**config.mk**
```make
export PLATFORM = sky130hd
export DESIGN_NAME = uart_prog_loader
export DESIGN_NICKNAME = d
export VERILOG_FILES = /design/src/rtl/uart_prog_loader.sv
export SDC_FILE = /design/constraint.sdc
export NUM_CORES = 1
export LEC_CHECK = 0
export ABC_AREA = 1
export CAP_MARGIN = 0
export CORE_UTILIZATION = 30
export DETAILED_ROUTE_END_ITERATION = 6
export HOLD_SLACK_MARGIN = 0.02
export PLACE_DENSITY = 0.58
export SLEW_MARGIN = 20
export SYNTH_ARGS = -nofsm -noshare
export SYNTH_HDL_FRONTEND = slang
export SYNTH_SLANG_ARGS = --single-unit
```
**constraint.sdc**
```tcl
create_clock -name clk -period 4.2 [get_ports clk]
set_input_delay 0.84 -clock clk [delete_from_list [all_inputs] [get_ports clk]]
set_output_delay 0.84 -clock clk [all_outputs]
set_load 0.02 [all_outputs]
```
**src/rtl/uart_prog_loader.sv**
```systemverilog
// Program-memory loader for the Brainfuck CPU: receives 8N1 UART bytes, stores
// the eight command characters from address 0 and zero-pads up to PROG_LEN.
module uart_prog_loader #(
  parameter int unsigned PROG_ADDR_WIDTH = 14,
  parameter int unsigned PROG_LEN        = 16383,
  parameter int unsigned CLKS_PER_BIT    = 104,
  parameter logic [7:0]  TERMINATOR      = 8'h04
) (
  input  logic                       clk,
  input  logic                       resetn,
  input  logic                       uart_rx,
  input  logic                       load_req,
  output logic                       prog_we,
  output logic [PROG_ADDR_WIDTH-1:0] prog_addr,
  output logic [7:0]                 prog_wr,
  output logic                       loaded,
  output logic                       busy,
  output logic                       overflow,
  output logic                       frame_err
);

  localparam int unsigned CNT_W = $clog2(CLKS_PER_BIT);
  localparam logic [CNT_W-1:0] CNT_HALF = CNT_W'(CLKS_PER_BIT / 2);
  localparam logic [CNT_W-1:0] CNT_LAST = CNT_W'(CLKS_PER_BIT - 1);
  localparam logic [PROG_ADDR_WIDTH-1:0] ADDR_LAST = PROG_ADDR_WIDTH'(PROG_LEN - 1);
  localparam logic [PROG_ADDR_WIDTH-1:0] ADDR_END  = PROG_ADDR_WIDTH'(PROG_LEN);

  typedef enum logic [1:0] {U_IDLE, U_START, U_DATA, U_STOP} u_state_t;
  typedef enum logic [1:0] {L_IDLE, L_RECV, L_FILL, L_DONE} l_state_t;

  logic                       r_rx_meta, r_rx_sync;
  u_state_t                   r_u_state, w_u_state_nxt;
  logic [CNT_W-1:0]           r_cnt, w_cnt_nxt;
  logic [2:0]                 r_bit_idx, w_bit_idx_nxt;
  logic [7:0]                 r_shift, w_shift_nxt;
  logic                       r_rx_valid, w_rx_valid_nxt;
  logic                       w_stop_bad;

  l_state_t                   r_l_state, w_l_state_nxt;
  logic [PROG_ADDR_WIDTH-1:0] r_addr, w_addr_nxt;
  logic                       w_we_nxt, w_loaded_nxt, w_busy_nxt, w_ovf_nxt, w_fe_nxt;
  logic [PROG_ADDR_WIDTH-1:0] w_paddr_nxt;
  logic [7:0]                 w_pwr_nxt;
  logic                       w_is_cmd;

  // UART receiver next-state
  always_comb begin
    w_u_state_nxt  = r_u_state;
    w_cnt_nxt      = r_cnt;
    w_bit_idx_nxt  = r_bit_idx;
    w_shift_nxt    = r_shift;
    w_rx_valid_nxt = 1'b0;
    w_stop_bad     = 1'b0;
    case (r_u_state)
      U_IDLE: begin
        w_cnt_nxt = '0;
        if (!r_rx_sync) w_u_state_nxt = U_START;
      end
      U_START: begin
        if (r_cnt == CNT_HALF) begin
          w_cnt_nxt     = '0;
          w_bit_idx_nxt = '0;
          w_u_state_nxt = r_rx_sync ? U_IDLE : U_DATA;
        end else begin
          w_cnt_nxt = r_cnt + 1'b1;
        end
      end
      U_DATA: begin
        if (r_cnt == CNT_LAST) begin
          w_cnt_nxt   = '0;
          w_shift_nxt = {r_rx_sync, r_shift[7:1]};
          if (r_bit_idx == 3'd7) w_u_state_nxt = U_STOP;
          else                   w_bit_idx_nxt = r_bit_idx + 3'd1;
        end else begin
          w_cnt_nxt = r_cnt + 1'b1;
        end
      end
      U_STOP: begin
        if (r_cnt == CNT_LAST) begin
          w_cnt_nxt      = '0;
          w_u_state_nxt  = U_IDLE;
          w_rx_valid_nxt = r_rx_sync;
          w_stop_bad     = !r_rx_sync;
        end else begin
          w_cnt_nxt = r_cnt + 1'b1;
        end
      end
      default: w_u_state_nxt = U_IDLE;
    endcase
  end

  always_ff @(posedge clk or negedge resetn) begin
    if (!resetn) begin
      r_rx_meta  <= 1'b1;
      r_rx_sync  <= 1'b1;
      r_u_state  <= U_IDLE;
      r_cnt      <= '0;
      r_bit_idx  <= '0;
      r_shift    <= '0;
      r_rx_valid <= 1'b0;
    end else begin
      r_rx_meta  <= uart_rx;
      r_rx_sync  <= r_rx_meta;
      r_u_state  <= w_u_state_nxt;
      r_cnt      <= w_cnt_nxt;
      r_bit_idx  <= w_bit_idx_nxt;
      r_shift    <= w_shift_nxt;
      r_rx_valid <= w_rx_valid_nxt;
    end
  end

  always_comb begin
    case (r_shift)
      8'h2B, 8'h2D, 8'h3C, 8'h3E, 8'h5B, 8'h5D, 8'h2E, 8'h2C: w_is_cmd = 1'b1;
      default:                                                 w_is_cmd = 1'b0;
    endcase
  end

  // Loader next-state; load_req restarts from any state
  always_comb begin
    w_l_state_nxt = r_l_state;
    w_addr_nxt    = r_addr;
    w_we_nxt      = 1'b0;
    w_paddr_nxt   = prog_addr;
    w_pwr_nxt     = prog_wr;
    w_loaded_nxt  = loaded;
    w_ovf_nxt     = overflow;
    w_fe_nxt      = frame_err | w_stop_bad;
    if (load_req) begin
      w_l_state_nxt = L_RECV;
      w_addr_nxt    = '0;
      w_loaded_nxt  = 1'b0;
      w_ovf_nxt     = 1'b0;
      w_fe_nxt      = w_stop_bad;
    end else begin
      case (r_l_state)
        L_IDLE: ;
        L_RECV: begin
          if (r_rx_valid) begin
            if (w_is_cmd) begin
              w_we_nxt    = 1'b1;
              w_paddr_nxt = r_addr;
              w_pwr_nxt   = r_shift;
              w_addr_nxt  = r_addr + 1'b1;
              if (r_addr == ADDR_LAST) begin
                w_ovf_nxt     = 1'b1;
                w_l_state_nxt = L_DONE;
              end
            end else if (r_shift == TERMINATOR) begin
              w_l_state_nxt = L_FILL;
            end
          end
        end
        L_FILL: begin
          if (r_addr == ADDR_END) begin
            w_l_state_nxt = L_DONE;
          end else begin
            w_we_nxt    = 1'b1;
            w_paddr_nxt = r_addr;
            w_pwr_nxt   = 8'h00;
            w_addr_nxt  = r_addr + 1'b1;
            if (r_addr == ADDR_LAST) w_l_state_nxt = L_DONE;
          end
        end
        L_DONE: begin
          w_loaded_nxt  = 1'b1;
          w_l_state_nxt = L_IDLE;
        end
        default: w_l_state_nxt = L_IDLE;
      endcase
    end
    // busy drops together with the rise of loaded
    w_busy_nxt = (w_l_state_nxt != L_IDLE);
  end

  always_ff @(posedge clk or negedge resetn) begin
    if (!resetn) begin
      r_l_state <= L_IDLE;
      r_addr    <= '0;
      prog_we   <= 1'b0;
      prog_addr <= '0;
      prog_wr   <= '0;
      loaded    <= 1'b0;
      busy      <= 1'b0;
      overflow  <= 1'b0;
      frame_err <= 1'b0;
    end else begin
      r_l_state <= w_l_state_nxt;
      r_addr    <= w_addr_nxt;
      prog_we   <= w_we_nxt;
      prog_addr <= w_paddr_nxt;
      prog_wr   <= w_pwr_nxt;
      loaded    <= w_loaded_nxt;
      busy      <= w_busy_nxt;
      overflow  <= w_ovf_nxt;
      frame_err <= w_fe_nxt;
    end
  end

endmodule
```
==> metrics.md, run 1 <==
| Metric | Value |
|---|---|
| Main combinational cell family by area after synthesis | `simple AND/OR/NAND/NOR gates` |
| Max_cap viols | `0` |
| Antenna cells | `0` |
| Dominant cell type by area after synthesis | `dfrtp_1` |
| Post-CTS sizing | `0` |
| Sequential share of the synthesized area | `0.481` |
| Fin Clk Skew | `around 3.4 ps` |
| Vias | `2,602` |
| Fin. Hold Viols | `0` |
| Cts hold-fix bufs | `0` |
| Slew @ Worst Pin | `about 790 ps` |
| Yosys warns | `0` |
| Tot Pwr | `~1400 uW` |
| Worst Path Buf+Inv | `2` |
| Multi-input logic area | `between 1500 and 2000 sq um` |
| Worst hold path type | `flop to flop` |
| Yosys reg bits | `66` |
| Initial antenna violation count | `0` |
| Die width | `approximately 110 um` |
| DP HPWL | `4900 um` |
| Primary FF master, synth | `dfrtp_1` |
| XOR/XNOR share of the synthesized area | `0.0255` |
| Min cycle time layout | `about 2700 ps` |
| Synth Area in Compound Gates | `0.118` |
| Area share of fa/ha/maj cells after synthesis | `0.0401` |
| Storage cell area | `around 1700 sq um` |
| DIE AREA | `approximately 12,000 sq um` |
| Crit path capture | `prog_addr[13]` |
| Worst setup path start | `load_req` |
| Worst r2r src | `r_l_state[0]` |
| Max_slew headroom | `0.472` |
| Reg clk slew, reported paths | `50 ps` |
| Crit-path slowest cell | `clkdlybuf4s50_1` |
| Delay-heaviest family, CP | `buffers and inverters` |
| TritonCTS clock tree | `yes` |
| Worst reg-to-reg setup slack | `between 1500 and 2000 ps` |
| Crit-path cells | `clkdlybuf4s50_1, clkinv_1, nand2_4, nand2_1, o21ai_2` |
| Syn Inst Count | `between 300 and 400` |
| Iter 0 DRT Violations | `160` |
| Setup Buffers After CTS | `0` |
| Placeable Area | `11,000 sq um` |
| Number of core rows | `38` |
| Number of synthesized flops with an enable pin | `0` |
| Syn Area/Cell | `8.61 sq um` |
| Synth top area cells | `dfrtp_1 47%, nand2_1 10%, o21ai_2 5.9%` |
| Max Root-Sink Buffers | `2` |
| Kind of critical path | `input pin to flop` |
| Final core utilization | `0.378` |
| Worst VDD drop | `about 0.28 mV` |
| Final Setup Violations | `0` |
| Netlist cell types | `34` |
| Slew Limit Fails | `0` |
| Critical Path Max Stage Delay | `~750 ps` |
| GPL Wtd Cong | `0.819` |
| Hold path depth | `0` |
| Clock sink total | `66` |
| Outcome | `complete, no violations` |
| Hold WS | `between 300 and 400 ps` |
| Gr usage total | `0.134` |
| Area Growth Syn to Fin | `20.8%` |
| Via count of the first global-routing pass | `approximately 2,600` |
| Initial Util | `0.313` |
| Ys async rst share | `1.00` |
| Total gr overflow | `0` |
| Crit end category | `flop` |
| Crit path depth | `5` |
| Final ANT Viol Nets | `0` |
| Drt wl/cell | `between 10 and 15 um` |
| Synth Area in Simple Gates | `0.263` |
| First-pass GRT wire length | `12,100 um` |
| Setup TNS Final | `0 ps` |
| # IOs | `31` |
| Final #Nets | `between 400 and 500` |
| Share of the synthesized area in the top cell type | `0.466` |
| Fmax | `approximately 370 MHz` |
| Pwr Density | `between 300 and 400 nW/um^2` |
| Max FO, Critical Path | `45` |
| Req. time, crit path | `4450 ps` |
| Via-to-Cell Ratio | `4.49` |
| Fillers | `1,114` |
| FF-to-FF path depth | `9` |
| DRT Wirelength | `6860 um` |
| PortBufs | `30` |
| First-pass DRT Iterations | `4` |
| RSZ-0062 raised after global routing | `no` |
| Clock buffer count from CTS | `9` |
| Pin count of the biggest net entering global routing | `46` |
| Die H | `roughly 110 um` |
| Worst-Skew Late Latency | `about 330 ps` |
| Proportion of synthesized area in mux cells | `0` |
| Root Driver | `clkbuf_16` |
| CTS HTree Levels | `3` |
| RR Endpoint | `prog_addr[13]` |
| Worst EP arrival | `2920 ps` |
| Synthesized area | `3440 sq um` |
| Final worst-path cycle share | `0.635` |
| Remaining DRCs | `0` |
| Layout cell share with drive strength beyond 1 | `0.159` |
| CP Launch Type | `input pin` |
| Mapped Nets | `414` |
| Lkg Pwr | `0.00185 uW` |
==> kinds of logic (layout without fill, tap and decap cells) <==
family,after synthesis,in the layout
adder cells (fa/ha/maj),11,11
XOR/XNOR,10,10
AO/OA/AOI/OAI,58,58
AND/OR/NAND/NOR,198,198
buffers and inverters,56,96
flip-flops,66,66
==> worst min-delay path by stage <==
| stage | from | to | slack [ps] |
|---|---|---|---|
| after floorplan | r_rx_meta | r_rx_sync | 350 |
| after global placement | r_rx_meta | r_rx_sync | 350 |
| after detailed placement | r_rx_meta | r_rx_sync | 350 |
| after CTS | r_rx_meta | r_rx_sync | 360 |
| after global routing | r_rx_meta | r_rx_sync | 360 |
| final | r_rx_meta | r_rx_sync | 360 |
==> area by class of cell <==
cell class,count,share of cell area
Sequential cell,66,0.399
Multi-Input combinational cell,277,0.369
Timing Repair Buffer,31,0.0736
Clock buffer,14,0.0636
Inverter,49,0.0443
Tap cell,140,0.0422
Clock inverter,2,0.00844
==> through the flow <==
step | setup WS (ps) | instance area [sq um] | instances
after global routing | 1300 | 4150 | 579
after CTS | 1510 | 4150 | 579
after detailed placement | 1170 | 3850 | 563
after floorplan | 2490 | 3440 | 399
after global placement | 1250 | 3850 | 563
final | 1530 | 4150 | 579
==> placed cells by master, fill, tap and decap left out, types with 2 or more instances in the layout <==
| cell | netlist | routed |
|---|---|---|
| nand2_1 | 93 | 93 |
| dfrtp_1 | 64 | 64 |
| nand4_1 | 5 | 5 |
| ha_1 | 11 | 11 |
| clkbuf_8 | 0 | 2 |
| nand2_2 | 17 | 17 |
| clkbuf_16 | 0 | 9 |
| nand3_1 | 27 | 27 |
| xor2_1 | 10 | 10 |
| o21ai_2 | 23 | 23 |
| o21ai_1 | 12 | 12 |
| o21ai_0 | 12 | 12 |
| inv_1 | 43 | 43 |
| clkbuf_1 | 1 | 3 |
| nor3_1 | 8 | 8 |
| clkinv_1 | 2 | 2 |
| clkdlybuf4s50_1 | 0 | 29 |
| nand2_4 | 2 | 2 |
| dfstp_2 | 2 | 2 |
| inv_2 | 4 | 4 |
| a21oi_1 | 5 | 5 |
| nor2_1 | 39 | 39 |
| buf_4 | 0 | 2 |
==> sequential cells by signal, summed over array words and instances (netlist names), 2 cells and up, named ones only <==
name       flops
prog_addr     14
r_addr        14
prog_wr        8
r_shift        8
r_cnt          7
r_bit_idx      3
r_l_state      2
==> metal layers <==
| layer | vias to the layer above | wire, um | global-route usage |
|---|---|---|---|
| met2 | 32 | 3220 | 0.215 |
| met3 | 7 | 253 | 0.0448 |
| met4 | 0 | 104 | 0.0550 |
| met1 | 1218 | 3280 | 0.163 |
| met5 | - | 0 | 0 |
| li1 | 1345 | - | - |
==> synthesized netlist by cell type (4+ instances only) <==
cell type  instances
buf_6              5
nor2_1            39
a21oi_1            5
o21ai_0           12
o21ai_1           12
nor3_1             8
inv_1             43
dfrtp_1           64
nand4_1            5
xor2_1            10
nand3_1           27
o21ai_2           23
inv_2              4
ha_1              11
nand2_1           93
nand2_2           17
==> power breakdown <==
part	internal (uW)	switching [uW]
Combinational	4.01	20.4
Sequential	638	0.628
Clock	491	256
Total	1130	277
==> worst reg2reg max path: cells and delay by family, from the launching register on <==
family / cells / cell delay (ps)
AO/OA/AOI/OAI: 2 / 250
buffers and inverters: 3 / 470
AND/OR/NAND/NOR: 3 / 730
adder cells (fa/ha/maj): 1 / 220
flip-flops: 1 / 430
Power figures use the tool's default switching activity.
==> run 2: changes to the inputs <==
PLACE_DENSITY = 0.6   (was 0.58)
clock period = 2.35 ns   (was 4.2 ns; I/O delays follow)
==> run 2 against run 1 <==
Against the previous run: clock-buffer cell count did not move; non-clock buffer count rose by 4; via count rose by 1.3%; die area did not move.
==> metrics.md, run 2 (same netlist as run 1, synthesis figures left out) <==
| Metric | Value |
|---|---|
| Setup TNS Final | `0 ps` |
| Post-CTS sizing | `0` |
| Combinational share of power | `0.019` |
| Net switching power | `between 400 and 500 uW` |
| Die H | `109 um` |
| Iter 0 DRT Violations | `between 100 and 150` |
| Crit end category | `flop` |
| DP Worst Slack | `around 320 ps` |
| DRT Wirelength | `between 6000 and 7000 um` |
| PortBufs | `30` |
| Post-placement cell count | `approximately 570` |
| Worst r2r src | `r_addr[0]` |
| Initial antenna violation count | `0` |
| Clock sink total | `66` |
| DIE AREA | `~12,000 sq um` |
| Worst VDD drop | `around 0.42 mV` |
| Max_slew headroom | `0.575` |
| Sequential Power Share | `0.468` |
| Fin Clk Skew | `5.35 ps` |
| Initial Util | `0.313` |
| Max Root-Sink Buffers | `2` |
| First-pass DRT Iterations | `4` |
| Final worst-path cycle share | `0.856` |
| Switching Share | `0.201` |
| Kind of critical path | `flop to flop` |
| CP Launch Type | `flop` |
| Worst hold path type | `input pin to asynchronous set/reset pin` |
| Gr usage total | `0.130` |
| Via count of the first global-routing pass | `roughly 2,700` |
| Root Driver | `clkbuf_16` |
| Drt wl/cell | `approximately 12 um` |
| Post-layout instance area | `between 4000 and 5000 sq um` |
| Clock buffer count from CTS | `9` |
| Final core utilization | `0.381` |
| # IOs | `31` |
| Final ANT Viol Nets | `0` |
| RSZ-0062 raised after global routing | `no` |
| Min cycle time layout | `between 2000 and 2500 ps` |
| First-pass GRT wire length | `12,000 um` |
| DP HPWL | `roughly 4900 um` |
| Clock network power share | `0.513` |
| Cts hold-fix bufs | `0` |
| Max FO, Critical Path | `19` |
| Antenna cells | `0` |
| Slew Limit Fails | `0` |
| Most common cell after layout, fill and taps aside | `nand2_1` |
| Setup Buffers After CTS | `0` |
| Final Setup Violations | `0` |
| Pin count of the biggest net entering global routing | `40` |
| GPL Wtd Cong | `about 0.84` |
| P_int | `~2000 uW` |
| Fmax | `497 MHz` |
| Worst reg-to-reg setup slack | `340 ps` |
| Final Non-Filler Cells | `between 500 and 600` |
| RR Endpoint | `prog_wr[1]` |
| Die width | `approximately 110 um` |
| TritonCTS clock tree | `yes` |
| Fin. Hold Viols | `0` |
| Worst-Skew Late Latency | `320 ps` |
| Outcome | `complete, no violations` |
| Slew @ Worst Pin | `roughly 640 ps` |
| Biggest regs | `prog_addr (14), r_addr (14)` |
| Total gr overflow | `0` |
| Req. time, crit path | `approximately 2600 ps` |
| Pwr Density | `~580 nW/um^2` |
| FF-to-FF path depth | `9` |
| Via-to-Cell Ratio | `4.52` |
| Remaining DRCs | `0` |
| Final setup margin | `~340 ps` |
| Area post-placement | `3900 sq um` |
| Max_cap viols | `0` |
| Most frequent cells in the layout | `93 x nand2_1, 64 x dfrtp_1, 43 x inv_1` |
| Worst EP arrival | `2270 ps` |
| Vias | `2,635` |
| Placeable Area | `about 11,000 sq um` |
| Fillers | `1,109` |
| Worst setup path start | `r_addr[0]` |
| Final #Nets | `453` |
| Lkg Pwr | `between 0.0015 and 0.002 uW` |
| Area Growth Syn to Fin | `21.9%` |
| Reg clk slew, reported paths | `around 50 ps` |
| Number of core rows | `38` |
| CTS HTree Levels | `3` |
| Layout cell share with drive strength beyond 1 | `0.169` |
==> run 2: cell count changes in the layout (fill, tap and decap cells not counted), sizes merged <==
cell    before  now
clkinv       3    4
buf          2    6
bufinv       1    0
==> run 2: cell type report <==
| class | instances | area [sq um] | area share |
|---|---|---|---|
| multi-input combinational | 277 | 1530 | 0.366 |
| tap | 140 | 175 | 0.0418 |
| clock buffer | 14 | 274 | 0.0654 |
| inverter | 49 | 184 | 0.0439 |
| timing repair buffer | 35 | 358 | 0.0854 |
| sequential | 66 | 1650 | 0.395 |
| clock inverter | 2 | 10.0 | 0.00239 |
==> run 2: per-layer routing <==
metal | GRT usage | wire length, um
met3 | 0.0418 | 223
met2 | 0.217 | 3280
met4 | 0.0444 | 97
met1 | 0.158 | 3120
met5 | 0 | 0
==> run 2: how the worst max path moves through the flow <==
stage              endpoint  slack (ps)  depth (start not counted)
3_3_place_gp     prog_wr[3]         360                          6
6_report         prog_wr[1]         340                          9
5_1_grt           r_addr[0]          50                         11
3_5_place_dp     prog_wr[1]         320                          6
2_1_floorplan  prog_addr[6]         640                         10
4_1_cts          prog_wr[1]         330                         10
==> run 2: power groups by stage <==
stage	Clock, uW	Sequential [uW]	Combinational [uW]
floorplan	0	1160	14.2
global placement	0	1160	48.8
detailed placement	0	1160	50.0
CTS	1290	1140	50.1
global route	1330	1140	55.8
finish	1250	1140	46.7
==> run 2: metrics by stage <==
step,total power [uW],hold WS (ps)
2_1_floorplan,1180,174
3_3_place_gp,1210,346
3_5_place_dp,1210,348
4_1_cts,2480,195
5_1_grt,2530,225
6_report,2440,168
==> run 2: worst max-delay path: stages (launching register included) <==
cell and delay, ps:
dfrtp_1 480, ha_1 250, inv_1 100, nor2_4 200, nand4_1 180, a21boi_4 190
nand2_4 70, buf_4 300, nand2_1 100, o21ai_2 70
==> run 3: changes to the inputs <==
DONT_BUFFER_PORTS = 1   (was unset)
PLACE_DENSITY = 0.56   (was 0.6)
==> run 3 against run 2 <==
Against the previous run: the flow now finishes with violations (hold timing); final cell count is 5.3% lower; non-clock buffer count down 31; global-route usage is 0.11 points higher; clock skew up 0.58 ps; combinational power decreased by 14%; utilization fell by 2.5 points; sequential share of layout area grew 2.8 points; largest cell class unchanged; largest power group unchanged; highest routed layer unchanged.
==> metrics.md, run 3 (same netlist as run 1, synthesis figures left out) <==
| Metric | Value |
|---|---|
| Worst hold path type | `input pin to asynchronous set/reset pin` |
| Max_cap viols | `0` |
| Initial Util | `0.313` |
| First-pass DRT Iterations | `4` |
| TritonCTS clock tree | `yes` |
| Max_slew headroom | `0.743` |
| Clock sink total | `66` |
| Grt met1 use | `0.152` |
| Cts hold-fix bufs | `1` |
| Setup Buffers After CTS | `0` |
| PortBufs | `0` |
| Final core utilization | `0.356` |
| Worst EP arrival | `2290 ps` |
| Outcome | `finished with violations` |
| Reg clk slew, reported paths | `roughly 50 ps` |
| Antenna cells | `0` |
| Met3 usage | `0.0442` |
| Via count of the first global-routing pass | `about 2,600` |
| Pwr Density | `640 nW/um^2` |
| Most common cell after layout, fill and taps aside | `nand2_1` |
| Slew Limit Fails | `0` |
| Final Setup Violations | `0` |
| # IOs | `31` |
| Pin count of the biggest net entering global routing | `between 60 and 70` |
| Met2 Track Usage GR | `0.221` |
| Drt wl/cell | `between 10 and 15 um` |
| CTS HTree Levels | `3` |
| DIE AREA | `about 12,000 sq um` |
| Max FO, Critical Path | `30` |
| Worst-Skew Late Latency | `around 330 ps` |
| Worst reg-to-reg setup slack | `~320 ps` |
| CP Launch Type | `flop` |
| Iter 0 DRT Violations | `roughly 130` |
| Biggest regs | `prog_addr (14), r_addr (14)` |
| Gr usage total | `0.131` |
| Max Root-Sink Buffers | `2` |
| Hold WS | `-3.30 ps` |
| Min cycle time layout | `2030 ps` |
| Final ANT Viol Nets | `0` |
| GPL Wtd Cong | `roughly 0.8` |
| Fin Clk Skew | `between 5 and 6 ps` |
| Total gr overflow | `0` |
| Most frequent cells in the layout | `93 x nand2_1, 64 x dfrtp_1, 43 x inv_1` |
| Lkg Pwr | `~0.0018 uW` |
| Placeable Area | `11,000 sq um` |
| Die width | `approximately 110 um` |
| Root Driver | `clkbuf_16` |
| Die H | `between 100 and 150 um` |
| Fin. Hold Viols | `2` |
| Req. time, crit path | `2610 ps` |
| First-pass GRT wire length | `roughly 12,000 um` |
| Vias | `~2,500` |
| Worst VDD drop | `roughly 0.46 mV` |
| RSZ-0062 raised after global routing | `no` |
| Remaining DRCs | `0` |
| Number of core rows | `38` |
| Area Growth Syn to Fin | `13.8%` |
| Setup TNS Final | `0 ps` |
| DP HPWL | `approximately 4700 um` |
| Failing checks | `hold timing` |
| Global route hottest layer | `met2` |
| Post-CTS sizing | `0` |
| Via-to-Cell Ratio | `~4.6` |
| Fmax | `around 500 MHz` |
| DRT Wirelength | `approximately 7000 um` |
| Layout cell share with drive strength beyond 1 | `0.180` |
| Final worst-path cycle share | `0.863` |
| Initial antenna violation count | `0` |
| Kind of critical path | `flop to flop` |
| Crit end category | `flop` |
| Final #Nets | `422` |
| Slew @ Worst Pin | `about 380 ps` |
| Clock buffer count from CTS | `9` |
run 3: final cells by class:
class | count | area (sq um)
Clock buffer | 15 | 298
Clock inverter | 1 | 5.00
Timing Repair Buffer | 4 | 62.6
Fill cell | 1113 | 7070
Inverter | 49 | 184
Tap cell | 140 | 175
Sequential cell | 66 | 1650
Multi-Input combinational cell | 277 | 1530
run 3: worst max-delay path, stage by stage (launching register included):
cell and delay [ps]:
dfrtp_1 440, ha_1 230, inv_1 90, nor2_4 200, nand4_1 170, a21boi_4 190
nand2_4 210, buf_12 260, nand2_1 90, o21ai_2 60
run 3: metal layers:
metal  part of all wire  up-vias
met5                  0        -
met4              0.016        0
met3              0.052        9
met2               0.48       47
met1               0.45     1183
li1                   -     1295
run 3: worst paths after layout:
check                      cells after the start       from            to
hold / removal                                 1     resetn  prog_addr[1]
setup reg to reg                               9  r_addr[0]    prog_wr[3]
setup / recovery                               9  r_addr[0]    prog_wr[3]
max in group asynchronous                      1     resetn     r_rx_sync
hold reg to reg                                0  r_rx_meta     r_rx_sync
min in group clk                               0    uart_rx     r_rx_meta
run 3: stage by stage:
step                cell area, sq um  setup WS [ps]  total power [uW]  std cells
floorplan                       3440            641              1180        399
global placement                3580            403              1180        535
detailed placement              3580            331              1180        535
CTS                             3910            309              2540        552
global route                    3910            120              2600        552
finish                          3910            322              2500        552
run 3: power by group:
| part | internal (uW) | switching (uW) | total, uW | leakage (uW) |
|---|---|---|---|---|
| registers | 1140 | 1.16 | 1140 | 0.000890 |
| clock network | 856 | 463 | 1320 | 0.000152 |
| logic | 7.13 | 33.0 | 40.1 | 0.000732 |
